$ cat src/rtl/aes_dec_stream_ctrl_if.sv
// Stream-side bundle of the AES decryption stream controller: key offer,
// ciphertext input and plaintext output handshakes.
interface aes_dec_stream_ctrl_if;
  localparam int unsigned KEY_W = 256;
  localparam int unsigned BLK_W = 128;

  logic             key_v_i;
  logic [KEY_W-1:0] key_i;
  logic             key_ready_o;
  logic             v_i;
  logic [BLK_W-1:0] ciphertext_i;
  logic             ready_o;
  logic             v_o;
  logic [BLK_W-1:0] plaintext_o;
  logic             ready_i;

  // Controller side
  modport slave (
    input  key_v_i, key_i, v_i, ciphertext_i, ready_i,
    output key_ready_o, ready_o, v_o, plaintext_o
  );

  // Producer/consumer side
  modport master (
    output key_v_i, key_i, v_i, ciphertext_i, ready_i,
    input  key_ready_o, ready_o, v_o, plaintext_o
  );
endinterface

$ cat src/rtl/aes_dec_stream_ctrl.sv
// Stream controller for a non-stallable pipelined AES-256 decryption core:
// credit-based admission, valid delay line tracking in-flight blocks, output
// FIFO capture, and drain-then-warm sequencing of key changes.
module aes_dec_stream_ctrl #(
  parameter int unsigned LATENCY_P    = 14,
  parameter int unsigned KEY_LAT_P    = 2,
  parameter int unsigned FIFO_DEPTH_P = 16
) (
  input  logic                   clk_i,
  input  logic                   reset_n_i,
  aes_dec_stream_ctrl_if.slave   s_if,
  output logic [255:0]           core_key_o,
  output logic [127:0]           core_ciphertext_o,
  input  logic [127:0]           core_plaintext_i
);

  localparam int unsigned KEY_W = 256;
  localparam int unsigned BLK_W = 128;
  localparam int unsigned AW    = (FIFO_DEPTH_P > 1) ? $clog2(FIFO_DEPTH_P) : 1;
  localparam int unsigned CW    = AW + 1;
  localparam int unsigned IW    = $clog2(LATENCY_P + 1);
  localparam int unsigned SW    = $clog2(FIFO_DEPTH_P + LATENCY_P + 1);
  localparam int unsigned WW    = $clog2(KEY_LAT_P + 1);

  typedef enum logic [1:0] {
    NOKEY = 2'd0,
    WARM  = 2'd1,
    RUN   = 2'd2,
    DRAIN = 2'd3
  } state_e;

  state_e             state_q, state_d;
  logic [WW-1:0]      warm_q, warm_d;
  logic [KEY_W-1:0]   key_q, key_d;
  logic [KEY_W-1:0]   shadow_q, shadow_d;
  logic [BLK_W-1:0]   ct_q, ct_d;
  logic [LATENCY_P-1:0] dl_q, dl_d;
  logic [IW-1:0]      infl_q, infl_d;
  logic [AW-1:0]      wr_q, wr_d;
  logic [AW-1:0]      rd_q, rd_d;
  logic [CW-1:0]      cnt_q, cnt_d;
  logic               v_q, v_d;
  logic [BLK_W-1:0]   mem_q [FIFO_DEPTH_P];

  logic key_ready_c;
  logic key_acc_c;
  logic credit_ok_c;
  logic ready_c;
  logic acc_c;
  logic push_c;
  logic pop_c;

  // Handshake qualifiers; admission uses registered counts only
  always_comb begin
    key_ready_c = (state_q == NOKEY) || (state_q == RUN);
    key_acc_c   = s_if.key_v_i && key_ready_c;
    credit_ok_c = (SW'(cnt_q) + SW'(infl_q)) < SW'(FIFO_DEPTH_P);
    ready_c     = (state_q == RUN) && !s_if.key_v_i && credit_ok_c;
    acc_c       = s_if.v_i && ready_c;
    push_c      = dl_q[LATENCY_P-1];
    pop_c       = v_q && s_if.ready_i;
  end

  // Key sequencing FSM: next state, warm-up counter, core key and shadow key
  always_comb begin
    state_d  = state_q;
    warm_d   = warm_q;
    key_d    = key_q;
    shadow_d = shadow_q;
    case (state_q)
      NOKEY: begin
        if (key_acc_c) begin
          key_d   = s_if.key_i;
          warm_d  = WW'(KEY_LAT_P);
          state_d = WARM;
        end
      end
      WARM: begin
        warm_d = warm_q - WW'(1);
        if (warm_q <= WW'(1)) begin
          state_d = RUN;
        end
      end
      RUN: begin
        if (key_acc_c) begin
          shadow_d = s_if.key_i;
          state_d  = DRAIN;
        end
      end
      DRAIN: begin
        if (infl_q == '0) begin
          key_d   = shadow_q;
          warm_d  = WW'(KEY_LAT_P);
          state_d = WARM;
        end
      end
      default: state_d = NOKEY;
    endcase
  end

  // Datapath next state: issue register, valid delay line, FIFO pointers/count
  always_comb begin
    ct_d  = acc_c ? s_if.ciphertext_i : ct_q;
    dl_d  = '0;
    dl_d[0] = acc_c;
    for (int i = 1; i < int'(LATENCY_P); i++) begin
      dl_d[i] = dl_q[i-1];
    end
    infl_d = infl_q + IW'(acc_c) - IW'(push_c);
    wr_d   = push_c ? wr_q + AW'(1) : wr_q;
    rd_d   = pop_c ? rd_q + AW'(1) : rd_q;
    cnt_d  = cnt_q + CW'(push_c) - CW'(pop_c);
    v_d    = (cnt_d != '0);
  end

  // Control and datapath registers with synchronous active-low reset
  always_ff @(posedge clk_i) begin
    if (!reset_n_i) begin
      state_q  <= NOKEY;
      warm_q   <= '0;
      key_q    <= '0;
      shadow_q <= '0;
      ct_q     <= '0;
      dl_q     <= '0;
      infl_q   <= '0;
      wr_q     <= '0;
      rd_q     <= '0;
      cnt_q    <= '0;
      v_q      <= 1'b0;
    end else begin
      state_q  <= state_d;
      warm_q   <= warm_d;
      key_q    <= key_d;
      shadow_q <= shadow_d;
      ct_q     <= ct_d;
      dl_q     <= dl_d;
      infl_q   <= infl_d;
      wr_q     <= wr_d;
      rd_q     <= rd_d;
      cnt_q    <= cnt_d;
      v_q      <= v_d;
    end
  end

  // FIFO storage; contents are don't-care while the count says empty
  always_ff @(posedge clk_i) begin
    if (push_c) begin
      mem_q[wr_q] <= core_plaintext_i;
    end
  end

  // Credit admission must make a push into a full FIFO impossible
  always_ff @(posedge clk_i) begin
    if (reset_n_i) begin
      assert (!(push_c && !pop_c && (cnt_q == CW'(FIFO_DEPTH_P))));
    end
  end

  assign s_if.key_ready_o = key_ready_c;
  assign s_if.ready_o     = ready_c;
  assign s_if.v_o         = v_q;
  assign s_if.plaintext_o = mem_q[rd_q];
  assign core_key_o        = key_q;
  assign core_ciphertext_o = ct_q;

endmodule

$ cat src/flat_wrapper.sv
// flat-port wrapper written by rule: the top's interface ports become plain ports
module aes_dec_stream_ctrl_flat 
#(
  parameter int unsigned LATENCY_P    = 14,
  parameter int unsigned KEY_LAT_P    = 2,
  parameter int unsigned FIFO_DEPTH_P = 16
)
  (clk_i, reset_n_i, core_key_o, core_ciphertext_o, core_plaintext_i, s_if_key_v_i, s_if_key_i, s_if_v_i, s_if_ciphertext_i, s_if_ready_i, s_if_key_ready_o, s_if_ready_o, s_if_v_o, s_if_plaintext_o);
  aes_dec_stream_ctrl_if s_if_i ();
  input  logic clk_i;
  input  logic reset_n_i;
  output logic [255:0] core_key_o;
  output logic [127:0] core_ciphertext_o;
  input  logic [127:0] core_plaintext_i;
  input wire logic [$bits(s_if_i.key_v_i)-1:0] s_if_key_v_i;
  input wire logic [$bits(s_if_i.key_i)-1:0] s_if_key_i;
  input wire logic [$bits(s_if_i.v_i)-1:0] s_if_v_i;
  input wire logic [$bits(s_if_i.ciphertext_i)-1:0] s_if_ciphertext_i;
  input wire logic [$bits(s_if_i.ready_i)-1:0] s_if_ready_i;
  output wire logic [$bits(s_if_i.key_ready_o)-1:0] s_if_key_ready_o;
  output wire logic [$bits(s_if_i.ready_o)-1:0] s_if_ready_o;
  output wire logic [$bits(s_if_i.v_o)-1:0] s_if_v_o;
  output wire logic [$bits(s_if_i.plaintext_o)-1:0] s_if_plaintext_o;
  assign s_if_i.key_v_i = s_if_key_v_i;
  assign s_if_i.key_i = s_if_key_i;
  assign s_if_i.v_i = s_if_v_i;
  assign s_if_i.ciphertext_i = s_if_ciphertext_i;
  assign s_if_i.ready_i = s_if_ready_i;
  assign s_if_key_ready_o = s_if_i.key_ready_o;
  assign s_if_ready_o = s_if_i.ready_o;
  assign s_if_v_o = s_if_i.v_o;
  assign s_if_plaintext_o = s_if_i.plaintext_o;
  aes_dec_stream_ctrl #(.LATENCY_P(LATENCY_P), .KEY_LAT_P(KEY_LAT_P), .FIFO_DEPTH_P(FIFO_DEPTH_P)) u_core (.clk_i(clk_i), .reset_n_i(reset_n_i), .s_if(s_if_i), .core_key_o(core_key_o), .core_ciphertext_o(core_ciphertext_o), .core_plaintext_i(core_plaintext_i));
endmodule
$ cat config.mk
export PLATFORM = sky130hd
export DESIGN_NAME = aes_dec_stream_ctrl_flat
export DESIGN_NICKNAME = d
export VERILOG_FILES = /design/src/rtl/aes_dec_stream_ctrl_if.sv /design/src/rtl/aes_dec_stream_ctrl.sv /design/src/flat_wrapper.sv
export SDC_FILE = /design/constraint.sdc
export NUM_CORES = 2
export LEC_CHECK = 0
export BUFFER_PORTS_ARGS = -buffer_cell sky130_fd_sc_hd__buf_2
export CAP_MARGIN = 20
export CORE_MARGIN = 1.5
export CORE_UTILIZATION = 50
export CTS_CLUSTER_SIZE = 40
export DETAILED_ROUTE_END_ITERATION = 8
export GPL_TIMING_DRIVEN = 0
export PLACE_DENSITY = 0.69
export SYNTH_ARGS = -nofsm -noshare
export SYNTH_HDL_FRONTEND = slang
export SYNTH_SLANG_ARGS = --single-unit
$ cat constraint.sdc
create_clock -name clk_i -period 5.15 [get_ports clk_i]
set_input_delay 0 -clock clk_i [delete_from_list [all_inputs] [get_ports clk_i]]
set_output_delay 0 -clock clk_i [all_outputs]
set_load 0.05 [all_outputs]
# Yosys cells after proc, flatten, opt, wreduce, memory -nomap -nowiden
# Memory sizes are Yosys's and may differ from the RTL's. A register that Yosys moved wholly into a read port is not among the register bits.
# Index checks and enable logic that the tools add are counted.
# classes
reduce_logical	16
n_addsub	8
magnitude_cmp	2
n_eq_ne	7
mux	15
# ops
op	count
$mux 256	2
$pmux 256 s2	1
$mux 2	6
$add 4x1->4 const B	2
$mux 4	2
$ne 2x1->1 const B	4
$pmux 2 s4	1
$pmux 2 s3	1
$reduce_and 3->1	2
$add 5x1->5	1
$add 5x4->5	1
$logic_and 1x1->1	5
$lt 5x5->1 const B	1
$reduce_bool 5->1	1
$sub 5x1->5	1
$add 4x1->4	1
$eq 2x2->1 const B	2
$logic_not 4->1	1
$reduce_and 4->1	1
$sub 4x1->4	1
$reduce_bool 3->1	1
$eq 2x1->1 const B	1
$le 2x1->1 const B	1
$logic_not 2->1	1
other kinds (6)	7
# word_totals
ramBits	2048
input_bits	517
memories	1
out_inout_bits	515
wordCells	60
reg_bits	676
# mem_list
memory	depth	width	rd	rd_clocked_by_memory_dff	wr	line_no	source
u_core.mem_q	16	128	1	1	1	aes_dec_stream_ctrl.sv:43	logic [BLK_W-1:0] mem_q [FIFO_DEPTH_P];

# Logic depth before layout (Yosys ltp)
# depth
word_depth	6
ltp_mapped	12

# Least setup slack after synthesis
# Ideal clock, no wire load.
# synth_path
path_kind	reg-to-reg
startpoint	register u_core.dl_q[13]
endpoint	memory u_core.mem_q[0][0], enable pin
setup_slack_ns	0.756
setup_ns	0.502
synth_period_minus_slack_ns	4.394
arrival_ns	3.892
path_stages_with_launch	5
t_required_ns	4.648
path_cell_list	dfxtp_1 clkbuf_1 inv_1 nor3_1 and2_1
# synth_between
elab_chain_cells	2
# synth_lines
item	line_no	source
from (decl)	aes_dec_stream_ctrl.sv:37	logic [LATENCY_P-1:0] dl_q, dl_d;
from (signal assigned)	aes_dec_stream_ctrl.sv:136	dl_q <= dl_d;
$mux 1	aes_dec_stream_ctrl.sv:147	if (push_c) begin
$mux 1 (not written as such)	aes_dec_stream_ctrl.sv:148	mem_q[wr_q] <= core_plaintext_i;
to (decl)	aes_dec_stream_ctrl.sv:43	
# No other way between the ends.

==> results.md <==
- Post-synth EDFFs: 2048
- ANT nets after route: 0
- CTS buffer count: 298
- Leading area contributor after synthesis: edfxtp_1
- Data required, critical path: 5.15 ns
- # fillers: 14500
- Port bufs: 1030
- Area Overhead vs Synth: 27.9%
- Min Clock Period, post-route: 4.82 ns
- Core area: 0.205 mm^2
- DRT Pass-1 Iters: 5
- HPWL Detailed: 243000 um
- CP Class: flip-flop to output port
- Postcts setup bufs: 0
- First-pass GRT wire length: 499000 um
- Status: finished clean
- Final cycle utilization of the critical path: 0.936
- Max_cap viols: 0
- Synth Cell Area: 0.104 mm^2
- Clk sinks: 2728
- CTS root buf: clkbuf_16
- Top cell type's share of synthesized area: 0.593
- Gr ovfl total: 0
- Site Rows: 166
- Die Span X: 458 um
- Max VDD drop: 0.000459 V
- Gp weighted congestion: 0.989
- Worst skew pair latency: 0.94 ns
- Clock transition at the registers of the reported paths: 0.06 ns
- Placed instance count: 9815
- Cells after Synth: 6044
- Top cells by area, synth: edfxtp_1 59%, dfxtp_1 13%, mux4_2 13%
- PD cells: 462 mW/mm^2
- RSZ-0062 raised after global routing: false
- GRT Total Usage: 0.341
- FF+latch area: 0.0751 mm^2
- Syn Nets: 6588
- Initial DRC Count: 8093
- Post-synth ARST share: 0
- Initial Util: 0.505
- Max Slew Vio Count: 0
- CTS H-Tree Depth: 5
- CP Capture Type: output port
- FMAX: 207 MHz
- Number of I/O pins: 1032
- Worst-path fanout max: 10
- Netlist cell types: 36
- DIE AREA: 0.210 mm^2
- Final setup viols: 0
- Vias in the first global route: 66000
- Initial antenna violation count: 157
- Die Ht: 458 um
- Fin Setup TNS: 0 ns
- Yosys reg bits: 2728
- Largest net degree at the start of global routing: 46
- CTS max path bufs: 4
- Drt total wl: 362000 um
- Post-layout nets: 8923
- Commonest non-fill, non-tap cell in the layout: edfxtp_1
- Most frequent cells in the layout: 2048 x edfxtp_1, 1140 x buf_2, 948 x dlygate4sd3_1
- Final Instance Count excl. Fillers: 11400
- DRC errors left: 0
- Hold Crit Class: primary input to flip-flop
- Least-Margin Pin Slew: 1.17 ns
- Yosys warnings: 0
- CP startpoint kind: flip-flop
- Multi-input gate area: 0.0268 mm^2
- Total vias in the final route: 67400
- Critical path data arrival time: 4.82 ns
- Fraction of layout cells with a size suffix above 1: 0.257
- CTS tree: yes
- Vias per cell: 5.92
- Routed wire per std cell: 31.8 um
- Max_slew headroom: 0.218
- Seq/Total Area, Yosys: 0.724
- Ys flop type: edfxtp_1
- Final hold viol count: 0
- Lkg Pwr: 45.0 nW
- Worst Skew: 0.105 ns
- Syn Area/Cell: 17.2 um^2
[repair_timing]
action | CTS | global route
resized for setup | 0 | 0
hold buffers | 948 | 0
setup endpoints to repair | 0 | 0
hold endpoints to repair | 2700 | 0
[registers in the layout, summed over array words and instances, names as in the netlist, named ones only]
signal and flops:
u_core.mem_q 2048, u_core.state_q 2, u_core.core_ciphertext_o 128, u_core.core_key_o 256, u_core.rd_q 4, u_core.wr_q 4, u_core.infl_q 4, u_core.warm_q 2
u_core.s_if.v_o 1, u_core.cnt_q 5, u_core.dl_q 14, u_core.shadow_q 256
[power by group]
part	internal, mW	total (mW)	switching [mW]
clock network	11.9	20.5	8.52
logic	4.54	15.1	10.5
registers	24.8	25.7	0.864
[cells by family (layout without fill, tap and decap cells)]
group / Yosys count / count (layout) / synth area share
AND/OR/NAND/NOR: 1162 / 1162 / 0.0449
AO/OA/AOI/OAI: 655 / 655 / 0.0396
buffers and inverters: 432 / 2970 / 0.0179
other: 0 / 125 / 0
flip-flops: 2728 / 2728 / 0.724
XOR/XNOR: 13 / 13 / 0.00110
adder cells (fa/ha/maj): 27 / 27 / 0.00340
multiplexers: 1027 / 1027 / 0.169
[layout make-up]
cell class	instances	area share
multi-input cells	2884	0.202
well taps	2688	0.0254
inverters	22	0.000623
clock buffers	380	0.0607
diodes	125	0.00236
clock inverters	123	0.00813
plain buffers	410	0.0134
flip-flops and latches	2728	0.566
repair buffers	2035	0.121
[per-layer routing]
metal  vias up  global-route usage  part of all wire
met5         -                   0           0.00033
met2      3776               0.542              0.47
met1     34300               0.420              0.36
li1      28300                   -                 -
met3      1059              0.0722             0.082
met4        18               0.232             0.080
[Yosys cell counts (all sizes together) (2+ instances only)]
cell type,number
a211oi,320
a21o,4
a21oi,325
a311oi,2
and2,39
buf,152
clkbuf,258
dfxtp,680
edfxtp,2048
fa,2
ha,25
inv,22
mux2i,449
mux4,578
nand2,773
nand3,3
nand3b,2
nand4,2
nor2,272
nor2b,64
nor3,2
xnor2,7
xor2,6
[critical path: stages (launching register included)]
cell and delay [ns]:
dfxtp_1 0.31, buf_2 0.40, buf_2 0.44, buf_1 0.82
clkbuf_1 0.77, a211oi_1 0.20, a21oi_1 0.58, buf_2 0.38
[path summary, 6_finish.rpt]
check	start	endpoint	slack, ns	cells after the start
max reg2reg	u_core.infl_q[1]$_SDFF_PN0_	u_core.infl_q[2]$_SDFF_PN0_	0.89	11
max	flip-flop	s_if_plaintext_o[0]	0.33	7
min reg2reg	u_core.dl_q[7]$_SDFF_PN0_	u_core.dl_q[8]$_SDFF_PN0_	0.36	1
min	s_if_key_i[104]	u_core.core_key_o[104]$_SDFFE_PN0P_	0.04	4
[through the flow]
step / hold slack, ns / area (um^2) / util / setup WS (ns) / power, mW
floorplan: 0.0989 / 104000 / - / 0.756 / 35.6
global placement: 0.247 / 112000 / 0.546 / -3.58 / 40.0
detailed placement: 0.255 / 114000 / 0.553 / 0.926 / 40.2
CTS: 0.0000935 / 132000 / 0.644 / 0.322 / 61.1
global route: -0.000535 / 133000 / 0.645 / 0.292 / 62.9
finish: 0.0378 / 133000 / 0.646 / 0.328 / 61.2
Note: power is estimated with default switching activity, not from simulation.
